[src/rtl/key_event_decoder.sv]
`default_nettype none
// ============================================================================
// key_event_decoder : debounces an active-low button and classifies presses
//                     into short / double / long one-cycle event pulses.
// Revision: 1.0
// ============================================================================
module key_event_decoder #(
  parameter int DEBOUNCE_CYC   = 100_000,
  parameter int LONG_CYC       = 2_500_000,
  parameter int DOUBLE_GAP_CYC = 750_000
) (
  input  logic clk,
  input  logic rst,
  input  logic key_n,
  output logic key_level,
  output logic short_press,
  output logic double_press,
  output logic long_press,
  output logic long_hold
);

  localparam int DB_W    = $clog2(DEBOUNCE_CYC + 1);
  localparam int MAX_CYC = (LONG_CYC > DOUBLE_GAP_CYC) ? LONG_CYC : DOUBLE_GAP_CYC;
  localparam int TMR_W   = $clog2(MAX_CYC + 1);

  localparam logic [DB_W-1:0]  C_DB_LAST   = DB_W'(DEBOUNCE_CYC - 1);
  localparam logic [TMR_W-1:0] C_LONG_LAST = TMR_W'(LONG_CYC - 1);
  localparam logic [TMR_W-1:0] C_GAP_LAST  = TMR_W'(DOUBLE_GAP_CYC - 1);

  typedef enum logic [2:0] {
    IDLE   = 3'd0,
    PRESS1 = 3'd1,
    LONG   = 3'd2,
    GAP    = 3'd3,
    PRESS2 = 3'd4
  } state_t;

  logic             sync1_q;
  logic             sync2_q;
  logic             stable_n_q;
  logic             stable_n_d;
  logic             stable_dly_q;
  logic             key_level_q;
  logic [DB_W-1:0]  db_cnt_q;
  logic [DB_W-1:0]  db_cnt_d;
  logic [TMR_W-1:0] tmr_q;
  state_t           state_q;
  logic             short_q;
  logic             double_q;
  logic             long_q;
  logic             long_hold_q;
  logic             w_press_edge;
  logic             w_release_edge;

  // The stable level only moves after DEBOUNCE_CYC consecutive disagreeing samples.
  always_comb begin
    stable_n_d = stable_n_q;
    db_cnt_d   = '0;
    if (sync2_q != stable_n_q) begin
      if (db_cnt_q == C_DB_LAST) begin
        stable_n_d = sync2_q;
      end else begin
        db_cnt_d = db_cnt_q + 1'b1;
      end
    end
  end

  always_ff @(posedge clk or negedge rst) begin
    if (!rst) begin
      sync1_q      <= 1'b1;
      sync2_q      <= 1'b1;
      stable_n_q   <= 1'b1;
      stable_dly_q <= 1'b1;
      db_cnt_q     <= '0;
      key_level_q  <= 1'b0;
    end else begin
      sync1_q      <= key_n;
      sync2_q      <= sync1_q;
      stable_n_q   <= stable_n_d;
      stable_dly_q <= stable_n_q;
      db_cnt_q     <= db_cnt_d;
      key_level_q  <= ~stable_n_q;
    end
  end

  assign w_press_edge   =  stable_dly_q & ~stable_n_q;
  assign w_release_edge = ~stable_dly_q &  stable_n_q;

  // Gesture classifier; the timer restarts on every state change.
  always_ff @(posedge clk or negedge rst) begin
    if (!rst) begin
      state_q     <= IDLE;
      tmr_q       <= '0;
      short_q     <= 1'b0;
      double_q    <= 1'b0;
      long_q      <= 1'b0;
      long_hold_q <= 1'b0;
    end else begin
      short_q  <= 1'b0;
      double_q <= 1'b0;
      long_q   <= 1'b0;
      tmr_q    <= tmr_q + 1'b1;
      case (state_q)
        IDLE: begin
          if (w_press_edge) begin
            state_q <= PRESS1;
            tmr_q   <= '0;
          end
        end
        PRESS1: begin
          if (!stable_n_q && (tmr_q == C_LONG_LAST)) begin
            state_q     <= LONG;
            tmr_q       <= '0;
            long_q      <= 1'b1;
            long_hold_q <= 1'b1;
          end else if (w_release_edge) begin
            state_q <= GAP;
            tmr_q   <= '0;
          end
        end
        LONG: begin
          if (w_release_edge) begin
            state_q     <= IDLE;
            tmr_q       <= '0;
            long_hold_q <= 1'b0;
          end
        end
        GAP: begin
          // A press landing on the timeout cycle still counts as a double press.
          if (w_press_edge) begin
            state_q  <= PRESS2;
            tmr_q    <= '0;
            double_q <= 1'b1;
          end else if (tmr_q == C_GAP_LAST) begin
            state_q <= IDLE;
            tmr_q   <= '0;
            short_q <= 1'b1;
          end
        end
        PRESS2: begin
          if (w_release_edge) begin
            state_q <= IDLE;
            tmr_q   <= '0;
          end
        end
        default: begin
          state_q     <= IDLE;
          tmr_q       <= '0;
          long_hold_q <= 1'b0;
        end
      endcase
    end
  end

  assign key_level    = key_level_q;
  assign short_press  = short_q;
  assign double_press = double_q;
  assign long_press   = long_q;
  assign long_hold    = long_hold_q;

endmodule
`default_nettype wire

[config.mk]
export PLATFORM = sky130hd
export DESIGN_NAME = key_event_decoder
export DESIGN_NICKNAME = d
export VERILOG_FILES = /design/src/rtl/key_event_decoder.sv
export SDC_FILE = /design/constraint.sdc
export NUM_CORES = 1
export LEC_CHECK = 0
export CAP_MARGIN = 20
export CORE_MARGIN = 10
export CORE_UTILIZATION = 48
export DETAILED_ROUTE_END_ITERATION = 10
export GPL_TIMING_DRIVEN = 0
export HOLD_SLACK_MARGIN = 0.06
export PLACE_DENSITY = 0.66
export SETUP_SLACK_MARGIN = 0.4
export SYNTH_ARGS = -nofsm -noshare
export SYNTH_HDL_FRONTEND = slang
export SYNTH_SLANG_ARGS = --single-unit
[constraint.sdc]
create_clock -name clk -period 2.9 [get_ports clk]
set_input_delay 0.435 -clock clk [delete_from_list [all_inputs] [get_ports clk]]
set_output_delay 0.435 -clock clk [all_outputs]
set_load 0.05 [all_outputs]
; Word level (Yosys, flattened, before mapping)
; Cells that the tools add are included.
[totals]
register_bits = 51
in_bits = 3
output_inout_bits = 5
wordCells = 66
[classes]
n_addsub = 2
eq_ne = 14
muxes = 25
bitwise_logic = 5
reduce_logical = 8
[ops]
columns = operator, n
row1 = $mux W22, 5
row2 = $pmux W22 S4, 1
row3 = $mux W17, 2
row4 = $add A22 B1 Y22 const B, 1
row5 = $eq A22 B20 Y1 const B, 1
row6 = $eq A22 B22 Y1 const B, 1
row7 = $mux W3, 6
row8 = $add A17 B1 Y17 const B, 1
row9 = $eq A17 B17 Y1 const B, 1
row10 = $pmux W3 S4, 1
row11 = $mux W1, 9
row12 = $eq A3 B2 Y1 const B, 2
row13 = $ne A2 B2 Y1 const B, 3
row14 = $ne A3 B3 Y1 const B, 2
row15 = $reduce_and A4 Y1, 1
row16 = $eq A3 B1 Y1 const B, 1
row17 = $eq A3 B3 Y1 const B, 1
row18 = $logic_not A3 Y1, 1
row19 = $not A1 Y1, 3
row20 = $pmux W1 S3, 1
row21 = $reduce_and A3 Y1, 1
row22 = $reduce_or A3 Y1, 1
row23 = $and A1 B1 Y1, 2
row24 = $ne A2 B1 Y1 const B, 1
row25 = 5 further kinds, 5

; Depth between registers and ports, before layout
; Gate-level depths: netlist (run 1).
[logic_depth]
word_depth = 5
mapped_depth = 7
depth_no_buf = 6

; Least setup slack after synthesis (run 1)
; OpenSTA, ideal clock, no wires.
[synth_path]
kind = register -> register
startpoint = register tmr_q[12]
endpoint = register tmr_q[2]
setup_time_ns = 0.119
arrival_ns = 2.208
required_time_ns = 2.781
setup_slack_ns = 0.573
stages_incl_launch_ff = 7
n_path_buf = 1
synth_period_minus_slack_ns = 2.327
cell_sequence = dfrtp_1 -> or4_1 -> or4_1 -> or4_4 -> a2bb2oi_2 -> buf_6 -> nor2_1
[synth_via]
elab_chain_len = 4
elab_cells_between_ends = 7
classes_between = eq/ne: 2 / mux: 4 / reduce/logical: 1
[synth_rtl]
columns = element, line
row1 = from (decl), 46  ; logic [TMR_W-1:0] tmr_q;
row2 = from (signal assigned), 102  ; tmr_q <= tmr_q + 1'b1;
row3 = $eq A22 B20 Y1 / $eq A22 B22 Y1 (equally long branches), "134, 111"
row4 = $mux W22 / $logic_and A1 B1 Y1 (equally long branches), "134, 111"
row5 = $mux W22 (on tied branches), "130, 111"
row6 = $pmux W22 S4 (*), 103  ; case (state_q)
; Every way passes the cells marked *; elsewhere a longest branch is shown, timed or not.
; A chain may end at the register's enable or synchronous reset.

; Worst setup path after layout (run 1)
[layout_path]
startpoint = register tmr_q[12]
endpoint = register tmr_q[3]
; Same word-level chain as after synthesis.

==> results.md, run 1 <==
* Final Hold Slack at 0.0760 ns
* Tot Pwr at 1.15 mW
* Reg clk slew, reported paths at 0.09 ns
* Relative slew slack at 38.1%
* Mapped Nets at 254
* CP max FO at 10
* Yosys reg bits at 51
* Fin nets at ~270
* Worst hold path class: primary input to async pin
* Ys flop type: dfrtp_1
* Fin crit share at 83.5%
* Pre-CTS setup slack at 0.341 ns
* Initial antenna violation count at 0
* Grt total ovfl at 0
* CTS tree: built
* Final worst clock skew at 0.0115 ns
* Crit-path leading delay family: simple AND/OR/NAND/NOR gates
* Setup violations, final at 0
* Layout area overhead at 11.6%
* Ys async rst share at 100%
* F_max at 0.413 GHz
* Diodes inserted at 0
* Post-synthesis average cell area at 9.89 sq um
* Status: finished, final reports clean
* Mean routed wirelength per cell at 13.3 um
* Syn Inst Count at 249
* Measured slew at the worst slew-check pin at roughly 0.92 ns
* Tmin final at 2.42 ns
* Final WS setup at ~0.48 ns
* Worst setup path class: flip-flop to flip-flop
* Leading post-synthesis cells by cell area: dfrtp_1 48%, xor2_1 7.8%, nor2_1 7.5%, xnor2_1 5.0%, dfstp_2 4.3%
* Library cells used by synthesis at 38
* Max Cap Violations at 0
* Synth top cells by count: 49 x nor2_1, 47 x dfrtp_1, 22 x xor2_1
* Die area at between 0.008 and 0.009 sq mm
* Initial Utilization at about half
* Final max-slew violation count at 0
* Yosys warns at 0
* Synth Area in Compound Gates at 3.66%
* Pre-antenna DRT Iters at 4
* CP arrival at 2.61 ns
* Post-synth top area cell: dfrtp_1
* First-pass GRT wire length at 7950 um
* Setup tns final at 0 ns
* Post-detailed-routing wire length at between 4000 and 5000 um
* Simple-gate area share of the yosys netlist at ~28%
* Overall Global Routing Usage at 11.4%
* Worst path bufs/invs at 1
* R2R depth at 6
* Via count at 1,753
* Horiz. Die Dim at 91.6 um
* Routability cong. at 0.814
* Layout cells sized above 1 at 10.5%
* Skew-Pair Late Insertion Delay at about 0.30 ns
* Post-Synth Adder-Cell Area at 1.02%
* Fin. Hold Viols at 0
* Unrepaired setup endpoints after global routing: no
* DR vias/cell at 5.20
* Most frequent cell after synthesis: nor2_1
* I/O Buffers at 7
* Worst R2R Start: tmr_q[12]
* Chip height at 91.6 um
* Post-Synth XOR/XNOR Area at 12.8%
* Cell Pwr Density at 418 mW/mm^2
* Reg-to-reg endpoint: tmr_q[3]
* Ports at 8
* DP Cell Count at 327
* Mux share of post-synthesis cell area at 0.457%
* Most common cell on crit path: or4_1
* ANT nets after route at 0
* Main combinational cell family by area after synthesis: simple AND/OR/NAND/NOR gates
* Clock Tree Buf Depth at 2
* CP max-delay cell: or4_1
* Core footprint at 0.00504 sq mm
* Crit path cell chain: or4_1 -> or4_1 -> or4_4 -> a2bb2oi_4 -> buf_6 -> nor2_1
* TritonCTS sink count at between 50 and 60
* Vias in the first global route at 1,671
* Largest net degree at the start of global routing at 33
* Max incr delay on CP at approximately 0.52 ns
* Cts-stage hold buffer count at 0
* CP Capture Type: flip-flop
* Synth top area share at between 40 and 50%
* Post-Syn Area at 0.00246 sq mm
* Flop-to-flop setup slack at around 0.48 ns
* DRC at 0
* Leakage at 1.15 nW
* Fin cells at 337
* Starting DRT DRC Count at 84
* HPWL Detailed at 3190 um
* Sequential-to-total area share from yosys stat at 52.0%
* Num CTS Buffers at 5
* Row count at 26
* Max rail drop VDD at about 0.24 mV
* Post-synth EDFFs at 0
* CP Launch Type: flip-flop
* Clock root buffer: clkbuf_8
* H-tree depth at 2
* Data required time of the worst path at 3.09 ns
==> flip-flops by register name, summed over array words and instances (netlist names) <==
register,flops
key_level,1
db_cnt_q,17
short_press,1
tmr_q,22
long_press,1
stable_n_q,1
double_press,1
state_q,3
stable_dly_q,1
long_hold,1
sync2_q,1
sync1_q,1
==> placed cells by master (no fill, tap or decap), types with 5 or more instances in the layout <==
cell type / netlist / layout
dfrtp_1: 47 / 47
nor3_1: 8 / 8
xor2_1: 22 / 22
nand2_1: 19 / 19
a21oi_1: 6 / 6
nand4_1: 9 / 9
nand3_1: 14 / 14
inv_1: 7 / 7
and3_1: 6 / 6
clkbuf_8: 0 / 5
nor2_1: 49 / 49
xnor2_1: 14 / 14
clkdlybuf4s50_1: 0 / 6
==> cells by family (layout without fill, tap and decap cells) <==
kind of cell               Yosys count  in the layout
buffers and inverters               12             30
adders and majority gates            2              2
DFF                                 51             51
xor gates and xnor gates            36             36
AOI/OAI and AO/OA                   13             13
and+or+nand+nor                    134            134
muxes                                1              1
==> cell type report <==
class / count / area (sq um)
fillers: 459 / 2290
flip-flops and latches: 51 / 1280
multi-input cells: 186 / 1130
repair buffers: 10 / 100
well taps: 70 / 87.6
clock buffers: 6 / 72.6
plain buffers: 5 / 33.8
inverters: 7 / 26.3
clock inverters: 2 / 13.8
==> how the worst max path moves through the flow <==
stage	start	to	slack [ns]	cells after the start
4_1_cts	stable_n_q	tmr_q[3]	0.40	6
3_3_place_gp	rst	tmr_q[0]	-0.15	1
6_report	tmr_q[12]	tmr_q[3]	0.48	6
5_1_grt	stable_n_q	tmr_q[6]	0.40	6
3_5_place_dp	tmr_q[12]	tmr_q[2]	0.34	6
2_1_floorplan	tmr_q[12]	tmr_q[2]	0.57	6
==> stage by stage <==
step                util [%]  instance area [sq um]
floorplan                  -                   2460
global placement        52.0                   2620
detailed placement      52.3                   2640
global route            54.5                   2750
finish                  54.5                   2750
CTS                     54.2                   2730
==> per-layer routing <==
| metal | track usage (%) | part of all wire [%] |
|---|---|---|
| met1 | 15.1 | 46 |
| met2 | 17.7 | 48 |
| met3 | 3.26 | 4.8 |
| met4 | 3.13 | 1.1 |
| met5 | 0 | 0 |
==> power by group <==
group / internal (mW) / total [mW] / switching, mW
Clock: 0.171 / 0.401 / 0.230
Combinational: 0.00805 / 0.0278 / 0.0198
Sequential: 0.717 / 0.721 / 0.00421
==> worst register-to-register path, cell delays in order (launching register included) <==
cell       delay, ns
dfrtp_1         0.43
or4_1           0.52
or4_1           0.43
or4_4           0.49
a2bb2oi_4       0.22
buf_6           0.17
nor2_1          0.06
==> repair_timing <==
action                                  in CTS  in global routing
gates cloned                                 0                  0
pin swaps                                    1                  2
buffers inserted                             0                  2
endpoints found under the setup margin      20                 21
resized for setup                            1                  0
Note: power is estimated with default switching activity, not from simulation.
==> run 2: changes to the inputs <==
PLACE_DENSITY = 0.68   (was 0.66)
clock period = 2 ns   (was 2.9 ns; I/O delays follow)
==> results.md, run 2 (same netlist as run 1, synthesis figures left out) <==
* Via count at 1,850
* CP Capture Type: flip-flop
* Data required time of the worst path at 2.20 ns
* Overall Global Routing Usage at about an eighth
* Most common cell after layout, fill and taps aside: dfrtp_1
* Sw Ratio at 21.5%
* I/O Buffers at 7
* TritonCTS sink count at 51
* Setup violations, final at 26
* Worst path bufs/invs at 1
* Final worst clock skew at 0.0150 ns
* Post-layout util at 59.6%
* Final Hold Slack at 0.361 ns
* Measured slew at the worst slew-check pin at 0.928 ns
* Unrepaired setup endpoints after global routing: yes
* Fin. Hold Viols at 0
* Worst setup path class: flip-flop to flip-flop
* Clock root buffer: clkbuf_8
* Initial Utilization at approximately half
* Multi-input logic area at 0.00124 sq mm
* H-tree depth at 2
* Fin nets at roughly 290
* Vias in the first global route at roughly 1,800
* First-pass GRT wire length at approximately 8000 um
* Tot Pwr at 1.76 mW
* Die area at between 0.008 and 0.009 sq mm
* Layout area overhead at 21.9%
* CP Launch Type: flip-flop
* Fin crit share at 121%
* DRC at 0
* CTS tree: built
* F_max at 0.413 GHz
* Clock Tree Buf Depth at 2
* Ports at 8
* CP max FO at 6
* Int Power at 1.38 mW
* Num CTS Buffers at 5
* Cell Pwr Density at 585 mW/mm^2
* Chip height at 91.6 um
* Most common cell on crit path: or4_1
* Relative slew slack at approximately 38%
* Final WS setup at -0.421 ns
* Clk pwr share at 37.1%
* Skew-Pair Late Insertion Delay at roughly 0.30 ns
* FF+latch area at roughly 0.0013 sq mm
* Starting DRT DRC Count at 101
* Core footprint at between 0.005 and 0.006 sq mm
* Pre-antenna DRT Iters at 4
* Crit-path leading delay family: simple AND/OR/NAND/NOR gates
* Routability cong. at between 0.8 and 0.9
* Flop-to-flop setup slack at -0.42 ns
* Layout cells sized above 1 at between 20% and 30%
* Tmin final at between 2 and 2.5 ns
* Initial antenna violation count at 0
* Top Registers: tmr_q (22), db_cnt_q (17), state_q (3)
* DR vias/cell at approximately 5.2
* Max Cap Violations at 0
* Failing checks: negative setup slack
* Horiz. Die Dim at 91.6 um
* Reg power frac at approximately 60%
* CP max-delay cell: or4_1
* Mean routed wirelength per cell at 14.2 um
* Reg clk slew, reported paths at 0.09 ns
* Crit path cell chain: or4_1 -> or4_1 -> or4_4 -> a2bb2oi_4 -> buf_6 -> nor2_1
* Combinational share of power at 3.2%
* Max incr delay on CP at about 0.52 ns
* Switch Pwr at around 0.38 mW
* Status: finished, violations left
* Diodes inserted at 0
* Grt total ovfl at 0
* CP arrival at 2.62 ns
* # fillers at roughly 420
* Post-detailed-routing wire length at 5000 um
* Top reg by flops: tmr_q
* HPWL Detailed at roughly 3200 um
* ANT nets after route at 0
* Row count at 26
* Max rail drop VDD at 0.322 mV
* Worst hold path class: flip-flop to flip-flop
* Largest net degree at the start of global routing at 30
* Setup tns final at -9.92 ns
* Final max-slew violation count at 0
* Leakage at 1.26 nW
* Number of flip-flops in the largest register at 22
* Commonest non-fill, non-tap cells in the layout: 45 x dfrtp_1, 34 x nor2_1, 22 x xor2_1
## run 2: final cells by class
cell class                      instances  share of cell area (%)
Buffer                                  5                    1.38
Multi-Input combinational cell        186                    41.2
Clock inverter                          1                   0.250
Clock buffer                            7                    3.21
Timing Repair Buffer                   26                    7.46
Inverter                                7                   0.875
Sequential cell                        51                    42.7
Tap cell                               70                    2.92
## run 2: final timing paths
path,start,to,cells past startpoint
worst max-delay path,tmr_q[12],tmr_q[11],6
worst min-delay path,sync1_q,sync2_q,0
worst max register to register,tmr_q[12],tmr_q[11],6
worst min register to register,sync1_q,sync2_q,0
max in group asynchronous,rst,stable_n_q,3
min in group asynchronous,rst,db_cnt_q[16],2
## run 2: through the flow
step | instance area [sq um] | setup slack (ns) | instances
global route | 3000 | -0.481 | 353
finish | 3000 | -0.421 | 353
CTS | 2820 | -0.409 | 342
detailed placement | 2650 | -0.402 | 327
global placement | 2630 | -0.922 | 326
floorplan | 2480 | -0.227 | 249
## run 2: power by group through the flow
stage / Sequential (mW) / Combinational [mW] / Clock [mW]
6_report: 1.05 / 0.0561 / 0.652
5_1_grt: 1.05 / 0.0631 / 0.728
4_1_cts: 1.05 / 0.0477 / 0.677
3_5_place_dp: 1.07 / 0.0438 / 0
3_3_place_gp: 1.07 / 0.0393 / 0
2_1_floorplan: 1.06 / 0.0116 / 0
## run 2: what timing repair did
action                     CTS  global route
hold endpoints to repair    20             0
hold buffers                 1             0
gates resized for setup     13            29
setup buffers                5            10
gates cloned                 1             1
setup endpoints to repair   46            45
pin swaps                    8            18
## run 2: metal layers
metal  global-route usage [%]  wire length (um)  up-vias
li1                         -                 -      913
met1                     16.0              2420      904
met2                     17.7              2370       29
met3                     3.10               159        4
met4                     3.92                49        0
met5                        0                 0        -
==> run 3: changes to the inputs <==
CORE_MARGIN = 2   (was 10)
CORE_UTILIZATION = 60   (was 48)
PLACE_DENSITY = 0.79   (was 0.68)
clock period = 3 ns   (was 2 ns; I/O delays follow)
==> results.md, run 3 (same netlist as run 1, synthesis figures left out) <==
* Status: finished, final reports clean
* Row count at 23
* Layout area overhead at 9.75%
* Chip height at 68.1 um
* Largest net degree at the start of global routing at 29
* CP max FO at 10
* H-tree depth at 2
* Skew-Pair Late Insertion Delay at 0.30 ns
* Max Cap Violations at 0
* Setup Fix Bufs, Post-CTS at 0
* Cts repair resizes at 0
* Via count at 1,743
* R2R depth at 6
* Layout cells sized above 1 at 9.43%
* DR vias/cell at 5.53
* Routability cong. at ~0.9
* HPWL Detailed at ~3100 um
* DRC at 0
* Area post-placement at 0.00261 sq mm
* Final Hold Slack at 0.118 ns
* Fin nets at 269
* Cts-stage hold buffer count at 0
* Final worst clock skew at 0.00795 ns
* CTS tree: built
* Ports at 8
* Die area at 0.00463 sq mm
* Leakage at between 1 and 1.5 nW
* Fin. Hold Viols at 0
* Final max-slew violation count at 0
* Reg clk slew, reported paths at 0.09 ns
* DP Cell Count at 307
* Pre-antenna DRT Iters at 4
* Reg-to-reg endpoint: tmr_q[13]
* # fillers at 313
* Vias in the first global route at ~1,600
* Worst hold path class: primary input to async pin
* Max rail drop VDD at between 0.3 and 0.4 mV
* Fin crit share at around 83%
* Worst setup path class: flip-flop to flip-flop
* Multi-input logic area at 0.00113 sq mm
* ANT nets after route at 0
* Core footprint at 0.00397 sq mm
* Number of flip-flops in the largest register at 22
* Setup tns final at 0 ns
* CP arrival at 2.70 ns
* Post-detailed-routing wire length at 4300 um
* TritonCTS sink count at 51
* Worst R2R Start: stable_n_q
* Most common cell after layout, fill and taps aside: nor2_1
* Tmin final at ~2.5 ns
* Grt total ovfl at 0
* I/O Buffers at 7
* Num CTS Buffers at 5
* Initial Utilization at between 60% and 70%
* Fin cells at 315
* Flop-to-flop setup slack at 0.50 ns
* Top Registers: tmr_q (22), db_cnt_q (17), state_q (3)
* Initial antenna violation count at 0
* Data required time of the worst path at 3.19 ns
* F_max at 0.399 GHz
* Top reg by flops: tmr_q
* FF+latch area at 0.00128 sq mm
* Clock Tree Buf Depth at 2
* Crit. Startpoint: stable_n_q
* Horiz. Die Dim at between 60 and 70 um
* Setup violations, final at 0
* CP Launch Type: flip-flop
* Cell Pwr Density at a little over 400 mW/mm^2
* Final Cell Area at 0.00270 sq mm
* Overall Global Routing Usage at between 20% and 30%
* Diodes inserted at 0
* CP Capture Point: tmr_q[13]
* First-pass GRT wire length at 7260 um
* Starting DRT DRC Count at 165
* Clock root buffer: clkbuf_8
* Commonest non-fill, non-tap cells in the layout: 49 x nor2_1, 47 x dfrtp_1, 22 x xor2_1
* CP Capture Type: flip-flop
* Measured slew at the worst slew-check pin at 0.962 ns
* Unrepaired setup endpoints after global routing: no
* Post-layout util at 68.1%
* Relative slew slack at 35.2%
* Mean routed wirelength per cell at 13.6 um
[run 3: layout make-up]
type	count	share of cell area, %
multi-input cells	186	41.9
clock buffers	7	2.82
well taps	50	2.31
clock inverters	1	0.185
plain buffers	5	1.25
inverters	7	0.972
flip-flops and latches	51	47.4
repair buffers	8	3.15
[run 3: worst min path at each step]
stage                       start  cells after the start            to
after floorplan               rst                      0   db_cnt_q[0]
after global placement    sync1_q                      0       sync2_q
after detailed placement  sync1_q                      0       sync2_q
after CTS                     rst                      1  db_cnt_q[15]
after global routing          rst                      1  db_cnt_q[15]
final                         rst                      1  db_cnt_q[15]
[run 3: worst max-delay path: stages, from the launching register on]
cell       delay (ns)
dfstp_2          0.42
or4_1            0.53
or4_1            0.43
or4_4            0.55
a2bb2oi_4        0.23
buf_6            0.17
nor2_1           0.06
[run 3: metrics by stage]
stage	total power, mW	worst slack, ns
finish	1.10	0.495
global route	1.15	0.401
CTS	1.12	0.406
detailed placement	0.738	0.427
global placement	0.736	0.0442
floorplan	0.717	0.673
[run 3: power breakdown]
part,internal (mW),leakage (nW),switching (mW),total [mW]
registers,0.693,0.676,0.00421,0.697
clock network,0.164,0.0422,0.210,0.374
logic,0.00777,0.421,0.0188,0.0266
[run 3: metal layers]
layer / wire [um] / GRT usage [%] / vias up
met2: 2030 / 31.8 / 19
met3: 91 / 3.95 / 7
met4: 70 / 8.75 / 0
li1: - / - / 871
met1: 2100 / 29.9 / 846
met5: 0 / 0 / -
